**config.mk**
```make
export PLATFORM = sky130hd
export DESIGN_NAME = cba_seq_adder
export DESIGN_NICKNAME = d
export VERILOG_FILES = /design/src/rtl/cba_seq_adder.sv
export SDC_FILE = /design/constraint.sdc
export NUM_CORES = 1
export LEC_CHECK = 0
export ABC_AREA = 1
export CAP_MARGIN = 40
export CORE_ASPECT_RATIO = 2
export CORE_MARGIN = 2
export CORE_UTILIZATION = 25
export CTS_CLUSTER_SIZE = 12
export DETAILED_ROUTE_END_ITERATION = 8
export MAX_ROUTING_LAYER = met4
export PLACE_DENSITY_LB_ADDON = 0.05
export SLEW_MARGIN = 20
export SYNTH_ARGS = -nofsm -noshare
export SYNTH_HDL_FRONTEND = slang
export SYNTH_SLANG_ARGS = --single-unit
```
**constraint.sdc**
```tcl
create_clock -name clk -period 3 [get_ports clk]
set_input_delay 0.3 -clock clk [delete_from_list [all_inputs] [get_ports clk]]
set_output_delay 0.3 -clock clk [all_outputs]
set_load 0.01 [all_outputs]
```
**src/rtl/cba_seq_adder.sv**
```systemverilog
// rtl/cba_seq_adder.sv - multi-cycle carry-bypass adder, one BLOCK-bit group per clock
module cba_seq_adder #(
    parameter int WIDTH = 16,
    parameter int BLOCK = 4,
    localparam int NBLK = WIDTH / BLOCK,
    localparam int CW   = $clog2(NBLK + 1)
) (
    input  logic             clk,
    input  logic             rst,
    input  logic             start,
    input  logic [WIDTH-1:0] A,
    input  logic [WIDTH-1:0] B,
    input  logic             cin,
    output logic             busy,
    output logic             done,
    output logic [WIDTH-1:0] S,
    output logic             Cout,
    output logic [CW-1:0]    bypass_cnt
);

    localparam int IW = (NBLK > 1) ? $clog2(NBLK) : 1;

    typedef enum logic {
        IDLE = 1'b0,
        RUN  = 1'b1
    } state_t;

    state_t           state_q, state_n;
    logic [WIDTH-1:0] a_q, a_n;
    logic [WIDTH-1:0] b_q, b_n;
    logic             carry_q, carry_n;
    logic [IW-1:0]    idx_q, idx_n;
    logic [WIDTH-1:0] s_q, s_n;
    logic             cout_q, cout_n;
    logic [CW-1:0]    cnt_q, cnt_n;
    logic             done_q, done_n;

    logic [BLOCK-1:0] grp_a;
    logic [BLOCK-1:0] grp_b;
    logic [BLOCK-1:0] grp_sum;
    logic             ripple_c;
    logic             grp_prop;
    logic             grp_cout;
    logic             last_grp;
    logic [31:0]      grp_off;
    logic [WIDTH-1:0] grp_mask;

    always_ff @(posedge clk) begin
        if (rst) begin
            state_q <= IDLE;
            a_q     <= '0;
            b_q     <= '0;
            carry_q <= 1'b0;
            idx_q   <= '0;
            s_q     <= '0;
            cout_q  <= 1'b0;
            cnt_q   <= '0;
            done_q  <= 1'b0;
        end else begin
            state_q <= state_n;
            a_q     <= a_n;
            b_q     <= b_n;
            carry_q <= carry_n;
            idx_q   <= idx_n;
            s_q     <= s_n;
            cout_q  <= cout_n;
            cnt_q   <= cnt_n;
            done_q  <= done_n;
        end
    end

    // Operand registers shift right one group per cycle, so the active group is always the low BLOCK bits.
    always_comb begin
        grp_a    = a_q[BLOCK-1:0];
        grp_b    = b_q[BLOCK-1:0];
        grp_sum  = '0;
        ripple_c = carry_q;
        for (int i = 0; i < BLOCK; i++) begin
            grp_sum[i] = grp_a[i] ^ grp_b[i] ^ ripple_c;
            ripple_c   = (grp_a[i] & grp_b[i]) | (ripple_c & (grp_a[i] ^ grp_b[i]));
        end
        grp_prop = &(grp_a ^ grp_b);
        // A fully propagating group passes its carry-in straight through, bypassing the ripple chain.
        grp_cout = grp_prop ? carry_q : ripple_c;
        last_grp = (idx_q == IW'(NBLK - 1));
        grp_off  = 32'(idx_q) * 32'(BLOCK);
        grp_mask = WIDTH'({BLOCK{1'b1}}) << grp_off;
    end

    always_comb begin
        state_n = state_q;
        a_n     = a_q;
        b_n     = b_q;
        carry_n = carry_q;
        idx_n   = idx_q;
        s_n     = s_q;
        cout_n  = cout_q;
        cnt_n   = cnt_q;
        done_n  = 1'b0;
        case (state_q)
            IDLE: begin
                if (start) begin
                    state_n = RUN;
                    a_n     = A;
                    b_n     = B;
                    carry_n = cin;
                    idx_n   = '0;
                    cnt_n   = '0;
                end
            end
            RUN: begin
                a_n     = a_q >> BLOCK;
                b_n     = b_q >> BLOCK;
                s_n     = (s_q & ~grp_mask) | (WIDTH'(grp_sum) << grp_off);
                carry_n = grp_cout;
                cnt_n   = cnt_q + CW'(grp_prop);
                idx_n   = idx_q + 1'b1;
                if (last_grp) begin
                    state_n = IDLE;
                    idx_n   = '0;
                    cout_n  = grp_cout;
                    done_n  = 1'b1;
                end
            end
            default: state_n = IDLE;
        endcase
    end

    assign busy       = (state_q == RUN);
    assign done       = done_q;
    assign S          = s_q;
    assign Cout       = cout_q;
    assign bypass_cnt = cnt_q;

endmodule
```
After elaboration in Yosys (flattened, before gate mapping) --
Cells that the tools add are included.
Operators by class: mux-type cells 16, bitwise gates (word level) 25, reductions and logical operators 3, multipliers 0, magnitude comparators 0, add/subtract/negate cells 2, equality and inequality tests 2, div/mod/pow operators 0, shifts and indexed selects 2
Operators with widths (count):
- $pmux W16 S2 | 2
- $mux W16 | 2
- $and A16 B16 Y16 | 1
- $not A16 Y16 | 1
- $or A16 B16 Y16 | 1
- $shl A4 B4 Y16 | 1
- $shl A4 B4 Y16 const A | 1
- $and A1 B1 Y1 | 8
- $xor A1 B1 Y1 | 8
- $pmux W3 S2 | 1
- $mux W1 | 5
- $mux W2 | 2
- $or A1 B1 Y1 | 4
- $pmux W1 S2 | 2
- $pmux W2 S2 | 1
- $reduce_and A4 Y1 | 1
- $xor A4 B4 Y4 | 1
- $add A3 B1 Y3 | 1
- $mux W3 | 1
- $add A2 B1 Y2 const B | 1
- $eq A2 B2 Y1 const B | 1
- $ne A2 B2 Y1 const B | 1
- $reduce_and A2 Y1 | 1
- $reduce_or A2 Y1 | 1
- $not A1 Y1 | 1
Storage, ports and cells: ROM bits 0, register bits 57, bits of input ports 36, output and inout port bits 22, bits in writable memories 0, memories kept 0, logic and storage cells 59, bits in latches 0

Depth between registers and ports, before layout --
Gate-level depths: netlist of run 1.
word-level depth 11, depth in mapped cells 7, depth with buffers taken out 7

Worst setup path after synthesis of run 1 --
Ideal clock, no wire load.
path kind reg2reg, from reg a_q[0], to reg s_q[11] (netlist: S[11]), period minus slack after synthesis 2.296 ns, buffers on the path 0, arrival 2.221 ns, required time 2.925 ns, library setup time 0.075 ns, setup slack 0.704 ns, cell stages (with the launch flop) 7, path through dfxtp_1 fa_1 fa_1 fa_1 fa_1 nand2_1 o21ai_0
On the way: word-level cells in the longest chain between the ends 10, elaborated cells on any way between the ends 11, classes of those cells shift: 1; bitwise: 10
RTL lines:
- start, declared | RTL line 29 | logic [WIDTH-1:0] a_q, a_n;
- start signal, assigned | RTL line 61 | a_q <= a_n;
- $xor A1 B1 Y1 | RTL line 80 | ripple_c = (grp_a[i] & grp_b[i]) | (ripple_c & (grp_a[i] ^ grp_b[i]));
- $and A1 B1 Y1 | RTL line 80
- $or A1 B1 Y1 (*) | RTL line 80
- $and A1 B1 Y1 (*) | RTL line 80
- $or A1 B1 Y1 (*) | RTL line 80
- $and A1 B1 Y1 (*) | RTL line 80
- $or A1 B1 Y1 (*) | RTL line 80
- $xor A1 B1 Y1 (*) | RTL line 79 | grp_sum[i] = grp_a[i] ^ grp_b[i] ^ ripple_c;
- $shl A4 B4 Y16 (*) | RTL line 114 | s_n = (s_q & ~grp_mask) | (WIDTH'(grp_sum) << grp_off);
- $or A16 B16 Y16 (*) | RTL line 114
- end signal, assigned | RTL line 65 | s_q <= s_n;
- end, declared | RTL line 33 | logic [WIDTH-1:0] s_q, s_n;
Mark *: on every way between the ends. The rest lies on a longest branch, timed or not. A chain may end at the register's enable or synchronous reset.

Worst setup path in the final report of run 1 --
from reg a_q[0], to reg s_q[7] (netlist: S[7])
The elaborated chain is that of the path after synthesis.

==> qor.csv, run 1 <==
stage;metric;value;unit
yosys;multiplexer share of the synthesized area;0;
yosys;Adder-Cell Fraction of Synth Area;0.0796;
floorplan;# rows;52;
power;Net Sw Power;0.501;mW
power;Seq pwr share;0.389;
cells_and_area;Final #Nets;457;
cells_and_area;area of the multi-input gates;1200;sq um
clock_network;clk slew on worst S/H paths;0.05;ns
place;Cell Count Post-Placement;531;
clock_network;CTS max path bufs;2;
power;sw frac;0.238;
timing;Final period util;0.818;
timing;RSZ-0062 raised after global routing;false;
min_path;HP Class;flip-flop to flip-flop;
worst_setup_path;slowest stage delay, CP;0.58;ns
clock_network;CTS tree;yes;
drt;Initial DRC Count;70;
timing;Worst Clk Skew;0.00457;ns
floorplan;core area;10100;sq um
drt;post-route ant nets;0;
yosys;Synth Instances;349;
power;PD cells;591;nW/um^2
drt;Total Wirelength;7200;um
outcome;status;complete, no violations;
timing;fin crit period;2.45;ns
yosys;commonest cells in the synthesized netlist;nand2_1, dfxtp_1, nand3_1;
place;post-DP HPWL;5300;um
worst_setup_path;slack of the worst reg-to-reg path;0.55;ns
drt;drt drc;0;
floorplan;IO Pins;58;
yosys;Synth top area share;0.443;
power;Internal;1.60;mW
worst_setup_path;Critical path origin;a_q[0];
timing;Fmax;408;MHz
yosys;#FFs+latches synth;57;
yosys;simple logic cell fraction of the synthesized area;0.319;
worst_setup_path;Crit-path slowest cell;fa_1;
cells_and_area;post-route cell area;3560;sq um
drt;Vias/cell;4.29;
power;Max IR drop VDD;276;uV
timing;Setup WS post-layout;0.547;ns
yosys;Compound-Gate Fraction of Synth Area;0.0680;
power;clock group share of total power;0.505;
worst_setup_path;Critical Path End;S[7];
floorplan;Initial Util;0.256;
place;Area after DPL;3250;sq um
cells_and_area;Finished Layout Cells;547;
power;Leak;1.60;nW
drt;DRT Pass-1 Iters;4;
timing;Hold WS;0.453;ns
cells_and_area;FF+latch area;1140;sq um
yosys;Synth cell types;23;
yosys;Synth Area per Inst;7.39;sq um
clock_network;setup bufs post-CTS;0;
worst_setup_path;Worst Path Arrival;2.71;ns
worst_setup_path;crit-path max FO;4;
yosys;most frequent cell after synthesis;nand2_1;
clock_network;H-Tree Depth;3;
worst_setup_path;Req. time, crit path;3.26;ns
place;GP Congestion;0.835;
cells_and_area;Final Core Density;0.353;
worst_setup_path;critical path endpoint category;flip-flop;
worst_setup_path;Worst setup SP type;flip-flop;
worst_setup_path;worst reg2reg path depth;6;
cells_and_area;proportion of layout cells with a drive suffix above 1;0.0631;
clock_network;# hold bufs at CTS;0;
timing;fin. max-slew vios;0;
worst_setup_path;reg2reg end;S[7];
yosys;Syn Nets;399;
place;IO Port Bufs;57;
timing;Final Setup Violations;0;
yosys;largest family of logic cells by synthesized area;simple AND/OR/NAND/NOR gates;
timing;relative slew slack;0.672;
grt;vias in the first global route;2305;
grt;largest net degree at the start of global routing;37;
place;DP Worst Slack;0.563;ns
run;max_cap viols;0;
worst_setup_path;reg-to-reg critical path startpoint;a_q[0];
floorplan;die outline width;75.8;um
clock_network;CTS Buf Count;9;
yosys;Post-Syn Area;2580;sq um
floorplan;chip height;148;um
power;Combinational Power Share;0.106;
timing;Setup Total Neg Slack;0;ns
clock_network;clock sink count;57;
timing;worst-margin pin slew;0.491;ns
yosys;Yosys Warn Count;0;
clock_network;latest clock arrival within the worst-skew pair;0.33;ns
clock_network;root buf cell;clkbuf_16;
worst_setup_path;CP Class;flip-flop to flip-flop;
worst_setup_path;most used cell, CP;fa_1;
min_path;Hold Crit Depth;2;
yosys;ranking of synthesized cells by area;dfxtp_1, nand2_1, nand3_1, ha_1, inv_1;
yosys;register area share after synthesis;0.443;
cells_and_area;ANT cells;0;
power;total power;2.10;mW
drt;WL/cell;13.2;um
grt;first-pass GRT wire length;11700;um
clock_network;post-cts resize count;0;
worst_setup_path;worst-path cell chain;fa_1, fa_1, fa_1, fa_1, nand3_1, a21oi_1;
yosys;Synth Flop Type;dfxtp_1;
yosys;post-synth top area cell;dfxtp_1;
yosys;EDFF count, synth;0;
cells_and_area;Fill cells;1130;
grt;GR Util All Layers;0.147;
yosys;post-synthesis xor/xnor area fraction;0;
cells_and_area;Area Overhead vs Synth;38.2;%
grt;GRT overflow;0;
yosys;fraction of registers with async set/reset;0;
drt;Vias;2345;
grt;antenna violations before repair;0;
timing;Hold Violations, Final;0;
floorplan;Die Area;11200;sq um
flip-flops by register name, summed over array words and instances, names as in the netlist:
name        count
idx_q           2
a_q            16
Cout            1
busy            1
b_q            16
bypass_cnt      3
carry_q         1
S              16
done            1
per-layer routing:
layer  vias to the layer above  GRT usage  wire (um)
met3                        15     0.0368        238
li1                       1204          -          -
met1                      1075      0.144       2660
met4                         0     0.0693        208
met5                         -          -          0
met2                        51      0.259       4090
final cells by class:
cell class,count,share of cell area
clock inverters,2,0.00984
flip-flops and latches,57,0.320
inverters,33,0.0348
well taps,135,0.0474
multi-input cells,243,0.338
repair buffers,63,0.173
clock buffers,14,0.0770
cells by family after synthesis:
family                   after synthesis
AO/OA/AOI/OAI                         34
adder cells (fa/ha/maj)               14
buffers and inverters                 49
flip-flops                            57
AND/OR/NAND/NOR                      195
power by group through the flow:
stage | clock, mW | combinational (mW) | sequential (mW)
after floorplan | 0 | 0.135 | 0.827
after global placement | 0 | 0.230 | 0.834
after detailed placement | 0 | 0.230 | 0.835
after CTS | 1.08 | 0.232 | 0.819
after global routing | 1.12 | 0.254 | 0.823
final | 1.06 | 0.223 | 0.819
placed cells by master, fill, tap and decap left out, types with 2 or more instances in the layout:
cell type / n
ha_1: 10
nor2_4: 2
o21ai_0: 9
inv_1: 30
buf_4: 6
a21oi_1: 22
nand2_1: 149
dfxtp_1: 57
fa_1: 4
clkdlybuf4s50_1: 57
clkbuf_1: 2
clkbuf_16: 9
nor2_1: 3
inv_2: 2
clkbuf_8: 3
nand3_1: 38
critical path: cells and delay by family, from the launching register on:
| family | cells | cell delay [ns] |
|---|---|---|
| flip-flops | 1 | 0.34 |
| adder cells (fa/ha/maj) | 4 | 1.82 |
| AO/OA/AOI/OAI | 1 | 0.14 |
| AND/OR/NAND/NOR | 1 | 0.09 |
worst min-delay path by stage:
stage	from	endpoint	slack, ns
2_1_floorplan	rst	bypass_cnt[2]	0.37
3_3_place_gp	S[13]	S[13]	0.44
3_5_place_dp	S[14]	S[14]	0.45
5_1_grt	b_q[13]	b_q[13]	0.48
6_report	S[12]	S[12]	0.45
4_1_cts	S[14]	S[14]	0.46
No activity file was read; power rests on OpenSTA's default activity.
==> inputs of run 2 (changes only) <==
==> constraint.sdc (replaced) <==
create_clock -name clk -period 2.1 [get_ports clk]
set_input_delay 0.21 -clock clk [delete_from_list [all_inputs] [get_ports clk]]
set_output_delay 0.21 -clock clk [all_outputs]
set_load 0.01 [all_outputs]
==> run 2 against run 1 <==
Net effect:
- the flow now finishes with violations (negative setup slack)
- core utilization rose by 0.86 points
- total power rose by 46%
- global-route usage rose by 0.16 points
- non-clock buffer count rose by 3
- critical path depth did not move
- clock power rose by 48%
- first-iteration DRC count rose by 4.3%
- maximum frequency rose by 8.8%
- routed wire length rose by 0.78%
- hold slack got worse by 0.020 ns
- sequential power rose by 42%
==> qor.csv, run 2 (same netlist as run 1, synthesis figures left out) <==
stage;metric;value;unit
place;DP Worst Slack;-0.202;ns
place;IO Port Bufs;57;
power;Leak;1.62;nW
clock_network;CTS tree;yes;
clock_network;setup bufs post-CTS;0;
drt;WL/cell;13.2;um
worst_setup_path;Crit-path slowest cell;fa_2;
worst_setup_path;worst-path cell chain;fa_2, fa_2, fa_2, fa_2, nand3_1, a21oi_1;
timing;fin. max-slew vios;0;
place;Area after DPL;3300;sq um
clock_network;latest clock arrival within the worst-skew pair;0.33;ns
drt;Vias/cell;4.25;
drt;Initial DRC Count;73;
cells_and_area;proportion of layout cells with a drive suffix above 1;0.0916;
worst_setup_path;reg-to-reg critical path startpoint;a_q[0];
clock_network;CTS max path bufs;2;
timing;Setup WS post-layout;-0.153;ns
drt;met1 WL;2650;um
grt;GR Util All Layers;0.149;
cells_and_area;most common cell after layout, fill and taps aside;nand2_1;
drt;WL met2;4070;um
drt;drt drc;0;
cells_and_area;most frequent cells in the layout;nand2_1, clkdlybuf4s50_1, dfxtp_1;
timing;Worst Clk Skew;0.00423;ns
power;PD cells;844;nW/um^2
floorplan;Die Area;11200;sq um
power;total power;3.08;mW
grt;GRT overflow;0;
min_path;Hold Path Origin;B[12];
power;Max IR drop VDD;377;uV
drt;Total Wirelength;7260;um
outcome;failing checks;negative setup slack;
timing;relative slew slack;0.676;
cells_and_area;Area Overhead vs Synth;41.5;%
floorplan;chip height;148;um
run;max_cap viols;0;
clock_network;CTS Buf Count;9;
drt;highest routed layer;met4;
floorplan;Initial Util;0.256;
worst_setup_path;crit-path max FO;4;
timing;Final Setup Violations;6;
grt;vias in the first global route;2319;
grt;antenna violations before repair;0;
floorplan;IO Pins;58;
timing;Hold Violations, Final;0;
clock_network;clk slew on worst S/H paths;0.05;ns
cells_and_area;Fill cells;1111;
timing;Fmax;444;MHz
clock_network;root buf cell;clkbuf_16;
worst_setup_path;critical path endpoint category;flip-flop;
grt;first-pass GRT wire length;11700;um
timing;RSZ-0062 raised after global routing;true;
timing;Final period util;1.07;
timing;fin crit period;2.25;ns
outcome;status;finished, violations left;
worst_setup_path;CP Class;flip-flop to flip-flop;
drt;met3 routed WL;225;um
cells_and_area;ANT cells;0;
worst_setup_path;Worst Path Arrival;2.52;ns
drt;Vias;2335;
cells_and_area;Final #Nets;460;
min_path;HP Class;input pin to flip-flop;
worst_setup_path;Critical path origin;a_q[0];
worst_setup_path;Worst setup SP type;flip-flop;
drt;DRT Pass-1 Iters;4;
clock_network;clock sink count;57;
clock_network;H-Tree Depth;3;
floorplan;core area;10100;sq um
timing;worst-margin pin slew;0.486;ns
drt;post-route ant nets;0;
floorplan;die outline width;75.8;um
worst_setup_path;most used cell, CP;fa_2;
place;GP Congestion;0.828;
cells_and_area;post-route cell area;3650;sq um
worst_setup_path;Req. time, crit path;2.36;ns
floorplan;# rows;52;
grt;largest net degree at the start of global routing;38;
clock_network;# hold bufs at CTS;0;
place;post-DP HPWL;5190;um
place;Cell Count Post-Placement;534;
cells_and_area;Finished Layout Cells;550;
worst_setup_path;slowest stage delay, CP;0.57;ns
run 2: worst max-delay path: cells and delay by family (launching register included):
family                   cells  cell delay [ns]
AO/OA/AOI/OAI                1             0.12
adder cells (fa/ha/maj)      4             1.65
flip-flops                   1             0.33
AND/OR/NAND/NOR              1             0.08
run 2: final cells by class:
type / instances / area (sq um) / share of cell area
Multi-Input combinational cell: 243 / 1230 / 0.338
Sequential cell: 57 / 1140 / 0.313
Timing Repair Buffer: 66 / 651 / 0.178
Clock buffer: 15 / 298 / 0.0816
Tap cell: 135 / 169 / 0.0463
Inverter: 33 / 124 / 0.0340
Clock inverter: 1 / 30.0 / 0.00823
run 2: metal layers:
| metal | global-route usage | vias to the layer above |
|---|---|---|
| li1 | - | 1213 |
| met1 | 0.146 | 1057 |
| met2 | 0.254 | 47 |
| met3 | 0.0300 | 18 |
| met4 | 0.0947 | 0 |
| met5 | - | - |
run 2: per-stage QoR:
stage / util / hold slack (ns) / setup TNS, ns
detailed placement: 0.327 / 0.446 / -0.968
global route: 0.362 / 0.453 / -1.11
CTS: 0.360 / 0.423 / -0.730
floorplan: - / 0.281 / -0.418
global placement: 0.327 / 0.441 / -0.797
finish: 0.362 / 0.433 / -0.626
run 2: path summary, 6_finish.rpt:
kind / end / slack [ns] / cells after the start
max reg2reg: S[3] / -0.15 / 6
min: b_q[12] / 0.43 / 3
max: S[3] / -0.15 / 6
min reg2reg: S[13] / 0.45 / 2
run 2: timing repair:
item	in CTS	in global routing
pin swaps	2	2
setup endpoints to repair	6	6
gates resized for setup	2	4
gates cloned	0	0
run 2: where the power goes:
part	internal (mW)	switching, mW
combinational	0.158	0.182
clock	1.08	0.495
sequential	1.13	0.0338
